File: config.mk
export PLATFORM = sky130hd
export DESIGN_NAME = jt7759_rate_det
export DESIGN_NICKNAME = d
export VERILOG_FILES = /design/src/rtl/jt7759_rate_det.sv
export SDC_FILE = /design/constraint.sdc
export NUM_CORES = 1
export LEC_CHECK = 0
export ABC_AREA = 1
export CORE_AREA = 3 3 76 78
export CTS_BUF_LIST = sky130_fd_sc_hd__clkbuf_16
export DETAILED_ROUTE_END_ITERATION = 12
export DIE_AREA = 0 0 79 81
export PLACE_DENSITY_LB_ADDON = 0.2
export SYNTH_ARGS = -nofsm -noshare
export SYNTH_HDL_FRONTEND = slang
export SYNTH_SLANG_ARGS = --single-unit
File: constraint.sdc
create_clock -name clk -period 3.7 [get_ports clk]
set_input_delay 0.74 -clock clk [delete_from_list [all_inputs] [get_ports clk]]
set_output_delay 0.74 -clock clk [all_outputs]
set_load 0.02 [all_outputs]
File: src/rtl/jt7759_rate_det.sv
// Recovers the JT7759 divby value from a sample strobe by timing it in 640 kHz cen ticks.
// Define JT7759_RATEDET_DBG_EN to add the period/nerr debug outputs.
module jt7759_rate_det #(
    parameter int LOCKN  = 2,
    parameter int MINDIV = 9
) (
    input  logic       clk,
    input  logic       rst,
    input  logic       cen,
    input  logic       strobe,
    output logic [5:0] divby,
    output logic       locked,
    output logic       err,
    output logic       stall
`ifdef JT7759_RATEDET_DBG_EN
    ,
    output logic [8:0] period,
    output logic [7:0] nerr
`endif
);

    localparam logic [9:0] PMIN    = 10'(4 * (MINDIV + 1));
    localparam logic [9:0] PMAX    = 10'd256;
    localparam logic [3:0] LOCKN_W = 4'(LOCKN);

    typedef enum logic [1:0] {IDLE, MEAS, LOCK} state_t;

    state_t     state, state_nxt;
    logic [8:0] cnt, cnt_nxt;
    logic [9:0] p;
    logic [5:0] d;
    logic       p_ok, timeout, lock_hit;
    logic [5:0] cand, cand_nxt, divby_nxt;
    logic [2:0] match, match_nxt;
    logic       locked_nxt, err_nxt, stall_nxt;

    // A cen coinciding with the strobe belongs to the period that ends here.
    assign p        = {1'b0, cnt} + {9'd0, cen};
    assign d        = p[7:2] - 6'd1;
    assign p_ok     = (p[1:0] == 2'b00) && (p >= PMIN) && (p <= PMAX);
    assign timeout  = (state != IDLE) && !strobe && cen && (cnt == 9'd510);
    assign lock_hit = (d == cand) ? (({1'b0, match} + 4'd1) >= LOCKN_W)
                                  : (LOCKN_W == 4'd1);
    assign cnt_nxt  = strobe ? 9'd0 : (cnt == 9'd511) ? cnt : cnt + {8'd0, cen};

    // NOTE: reset is synchronous, so it lives inside the clocked block and wins over a same-cycle strobe.
    always_ff @(posedge clk) begin
        if (rst) state <= IDLE;
        else     state <= state_nxt;
    end

    always_comb begin
        state_nxt = state;
        case (state)
            IDLE: if (strobe) state_nxt = MEAS;
            MEAS: begin
                if (timeout)                        state_nxt = IDLE;
                else if (strobe && p_ok && lock_hit) state_nxt = LOCK;
            end
            LOCK: begin
                if (timeout)                                 state_nxt = IDLE;
                else if (strobe && !(p_ok && d == divby))    state_nxt = MEAS;
            end
            default: state_nxt = IDLE;
        endcase
    end

    // NOTE: every *_nxt gets a hold/default value first, so no path leaves a latch behind.
    always_comb begin
        cand_nxt   = cand;
        match_nxt  = match;
        divby_nxt  = divby;
        locked_nxt = locked;
        err_nxt    = 1'b0;
        stall_nxt  = 1'b0;
        case (state)
            MEAS: begin
                if (timeout) begin
                    stall_nxt  = 1'b1;
                    locked_nxt = 1'b0;
                    match_nxt  = '0;
                end else if (strobe) begin
                    if (!p_ok) begin
                        err_nxt   = 1'b1;
                        match_nxt = '0;
                    end else begin
                        if (d == cand) begin
                            match_nxt = match + 3'd1;
                        end else begin
                            cand_nxt  = d;
                            match_nxt = 3'd1;
                        end
                        if (lock_hit) begin
                            divby_nxt  = d;
                            locked_nxt = 1'b1;
                        end
                    end
                end
            end
            LOCK: begin
                if (timeout) begin
                    stall_nxt  = 1'b1;
                    locked_nxt = 1'b0;
                    match_nxt  = '0;
                end else if (strobe) begin
                    if (!p_ok) begin
                        err_nxt    = 1'b1;
                        locked_nxt = 1'b0;
                        match_nxt  = '0;
                    end else if (d != divby) begin
                        locked_nxt = 1'b0;
                        cand_nxt   = d;
                        match_nxt  = 3'd1;
                    end
                end
            end
            default: ;
        endcase
    end

    // NOTE: sequential state uses non-blocking assignments so all registers update together.
    always_ff @(posedge clk) begin
        if (rst) begin
            cnt    <= '0;
            cand   <= '0;
            match  <= '0;
            divby  <= '0;
            locked <= 1'b0;
            err    <= 1'b0;
            stall  <= 1'b0;
        end else begin
            cnt    <= cnt_nxt;
            cand   <= cand_nxt;
            match  <= match_nxt;
            divby  <= divby_nxt;
            locked <= locked_nxt;
            err    <= err_nxt;
            stall  <= stall_nxt;
        end
    end

`ifdef JT7759_RATEDET_DBG_EN
    always_ff @(posedge clk) begin
        if (rst) begin
            period <= '0;
            nerr   <= '0;
        end else begin
            if (strobe && state != IDLE)
                period <= (p > 10'd511) ? 9'd511 : p[8:0];
            if (err_nxt && nerr != 8'hff)
                nerr <= nerr + 8'd1;
        end
    end
`endif

endmodule

==> summary.md <==
| Metric | Value |
|---|---|
| Outcome | finished, final reports clean |
| Post-CTS setup repair buffer count | 0 |
| Vias/cell | 4.839 |
| Post-route clock period utilization | 93.13% |
| F_max | 290.2 MHz |
| Worst-path clk slew | 50 ps |
| H-tree levels | 2 |
| Worst VDD drop | 357.8 uV |
| Hold endpoint | locked |
| Unrepaired setup endpoints after global routing | false |
| Int Pwr | 0.0007955 W |
| Ports | 13 |
| Kind of critical path | in2reg |
| Pins Over Slew Limit | 0 |
| Reg-to-Reg End | cand[5] |
| Pwr dens | 532.5 nW/um^2 |
| WP data required | 3860 ps |
| Routability cong. | 0.8409 |
| Crit-path max FO | 8 |
| Reg power frac | 32.4% |
| # port buffers | 12 |
| Setup TNS | 0 ps |
| Initial Util | 40.21% |
| Clock Sinks | 29 |
| CP endpoint kind | register |
| R2R cell count | 19 |
| FF+latch count, synth | 29 |
| Most used flip-flop cell after synthesis | dfxtp_1 |
| Largest net degree at the start of global routing | 16 |
| DRT antenna net count | 0 |
| Grt ovf | 0 |
| Hold Path Depth | 2 |
| Filler Cells Inserted | 572 |
| Ys Warns | 0 |
| Vias in the first global route | 1911 |
| Hold_sp | locked |
| Mapped Cells | 323 |
| Area of the multi-input gates | 1291 um^2 |
| 1st-pass router iterations | 4 |
| Crit path cell chain | clkdlybuf4s50_1 > ha_2 > ha_2 > inv_1 > nand2_1 > nand2_2 > ha_1 > nor2_1 > nor3b_2 > nand2_1 > nor2_1 > nand3_1 > a21oi_1 > nand3_1 > nor2_4 > nor2_2 > nand3_2 > clkinv_2 > nor2_1 > nor2_1 |
| Post-synth EDFFs | 0 |
| Commonest non-fill, non-tap cell in the layout | nand2_1 |
| CP max stage cell | clkdlybuf4s50_1 |
| Via count | 2008 |
| Switching share of power | 38.86% |
| Most frequent cells in the layout | nand2_1 (69), inv_1 (46), nor2_1 (46), dfxtp_1 (29), nand3_1 (28) |
| Max_slew headroom | 66.41% |
| Sequential cell area fraction in the yosys report | 28.09% |
| Floorplan core area | 5140 um^2 |
| Routed WL per cell | 11.61 um |
| Cell Area, Synth | 2067 um^2 |
| Leakage | 1.129 nW |
| CTS tree | yes |
| Final number of setup-violating endpoints | 0 |
| Deepest clock path buffer count | 2 |
| Area Overhead vs Synth | 18.22% |
| Clk pwr share | 29.3% |
| Total die area | 6399 um^2 |
| Die height | 81 um |
| First-pass GRT wire length | 8521 um |
| Final Hold Vio Count | 0 |
| Reg area | 580.6 um^2 |
| Worst Hold Class | reg2reg |
| Antenna violations before repair | 0 |
| WP buf/inv | 3 |
| Number of cells on the critical path | 20 |
| Total GRT Usage | 16.88% |
| Largest delay share family, worst path | simple AND/OR/NAND/NOR gates |
| Crit-path max cell delay | 510 ps |
| R2r setup slk | 820 ps |
| Crit-path most repeated cell | nor2_1 |
| Post-Syn Nets | 337 |
| Skew-Pair Late Insertion Delay | 270 ps |
| Synth unique cells | 28 |
| Num rows | 26 |
| Final wirelength | 4817 um |
| Placed Area | 2296 um^2 |
| NetSw | 0.0005057 W |
| Setup crit start kind | input pin |
| Die width | 79 um |
| Final Net Count | 358 |
| Tightest Pin Transition | 499.2 ps |
| Comb power frac | 38.3% |
| Post-route cell area | 2444 um^2 |
| Mean Syn Cell Area | 6.399 um^2 |
| DP HPWL | 3739 um |
| Max cap viols | 0 |
| # diodes | 0 |
| Root buffer cell | clkbuf_16 |
| Clk_skew | 3.779 ps |
| DRC Markers | 0 |
| TritonCTS Buffers | 5 |
| Fraction of layout cells with a size suffix above 1 | 13.62% |
| Async set-reset flop share out of synthesis | 0% |
| Reg2reg start | cnt[0] |
| 1st-iter DRT viols | 105 |
| Final min period | 3446 ps |
| Crit path DAT | 3610 ps |
[area by class of cell]
class | instances | share of cell area [%]
Clock inverter | 3 | 0.5120
Clock buffer | 5 | 5.120
Inverter | 52 | 8.039
Multi-Input combinational cell | 240 | 52.84
Tap cell | 70 | 3.584
Sequential cell | 29 | 23.76
Timing Repair Buffer | 16 | 6.144
[per-stage QoR]
step	hold slack (ps)	instances	total power [W]	worst slack, ps	util, %
3_5_place_dp	476.9	407	0.0009185	-133.4	44.67
2_1_floorplan	454.0	323	0.0008066	667.5	-
6_report	484.0	415	0.001301	254.2	47.54
5_1_grt	530.1	415	0.001410	53.22	47.54
4_1_cts	489.3	415	0.001311	129.4	47.35
3_3_place_gp	466.1	407	0.0009131	-44.24	44.67
[logic make-up (layout without fill, tap and decap cells)]
family	Yosys count	in the layout	synth area share, %
buffers and inverters	54	76	9.927
adder cells (fa/ha/maj)	10	10	6.053
AO/OA/AOI/OAI	42	42	10.41
AND/OR/NAND/NOR	186	186	44.67
flip-flops	29	29	28.09
XOR/XNOR	2	2	0.8476
[power groups by stage]
stage	logic, W	registers, W	clock network, W
final	0.000498	0.000421	0.000382
after global placement	0.000487	0.000426	0
after floorplan	0.000383	0.000423	0
after CTS	0.000496	0.000422	0.000393
after global routing	0.000571	0.000431	0.000408
after detailed placement	0.000491	0.000428	0
[flip-flops by register name (all words and copies together) (netlist names)]
name,flops
cnt,9
cand,6
divby,6
match,3
state,2
err,1
locked,1
stall,1
[cells in the mapped netlist (4+ instances only)]
master,instances,area (um^2)
nand3_1,28,140.1
dfxtp_1,29,580.6
nor2_1,46,172.7
nand3_2,6,60.06
o21ai_1,7,35.03
o21ai_0,10,50.05
inv_1,46,172.7
nand4_1,6,37.54
nor2_4,8,90.09
ha_1,10,125.1
nor2_2,4,25.02
nor3_1,4,20.02
nand2_2,7,43.79
nand2_1,69,259.0
inv_2,5,18.77
a21oi_1,23,115.1
[worst reg2reg max path: stages (launching register included)]
cell      delay [ps]
dfxtp_1          390
ha_2             240
ha_2             220
inv_1             60
nand2_1           70
nand2_2           50
ha_1             350
nor2_1            70
nor3b_2          170
nand2_1           60
nor2_1            90
nand3_1           90
a21oi_1          140
nand3_1          130
nor2_4           150
nor2_2            50
nand3_2          140
clkinv_2         120
nor2_1           100
nor2_1            50
[worst max path at each step]
stage | slack (ps) | to | startpoint
4_1_cts | 130 | cand[3] | cen
3_5_place_dp | -130 | cand[3] | cen
3_3_place_gp | -40 | cand[1] | cen
5_1_grt | 50 | cand[5] | cen
6_report | 250 | cand[5] | cen
2_1_floorplan | 670 | cand[4] | cen
[metal layers]
| metal | GRT usage (%) | vias up | share of wire, % |
|---|---|---|---|
| met5 | 0 | - | 0 |
| met4 | 6.186 | 0 | 1.6 |
| met3 | 2.661 | 5 | 2.8 |
| met2 | 27.27 | 25 | 45 |
| met1 | 22.76 | 907 | 51 |
| li1 | - | 1071 | - |
[what timing repair did]
action	4_1_cts	5_1_grt
setup endpoints to repair	0	9
hold buffers	0	0
resized for setup	0	3
Power figures use the tool's default switching activity.
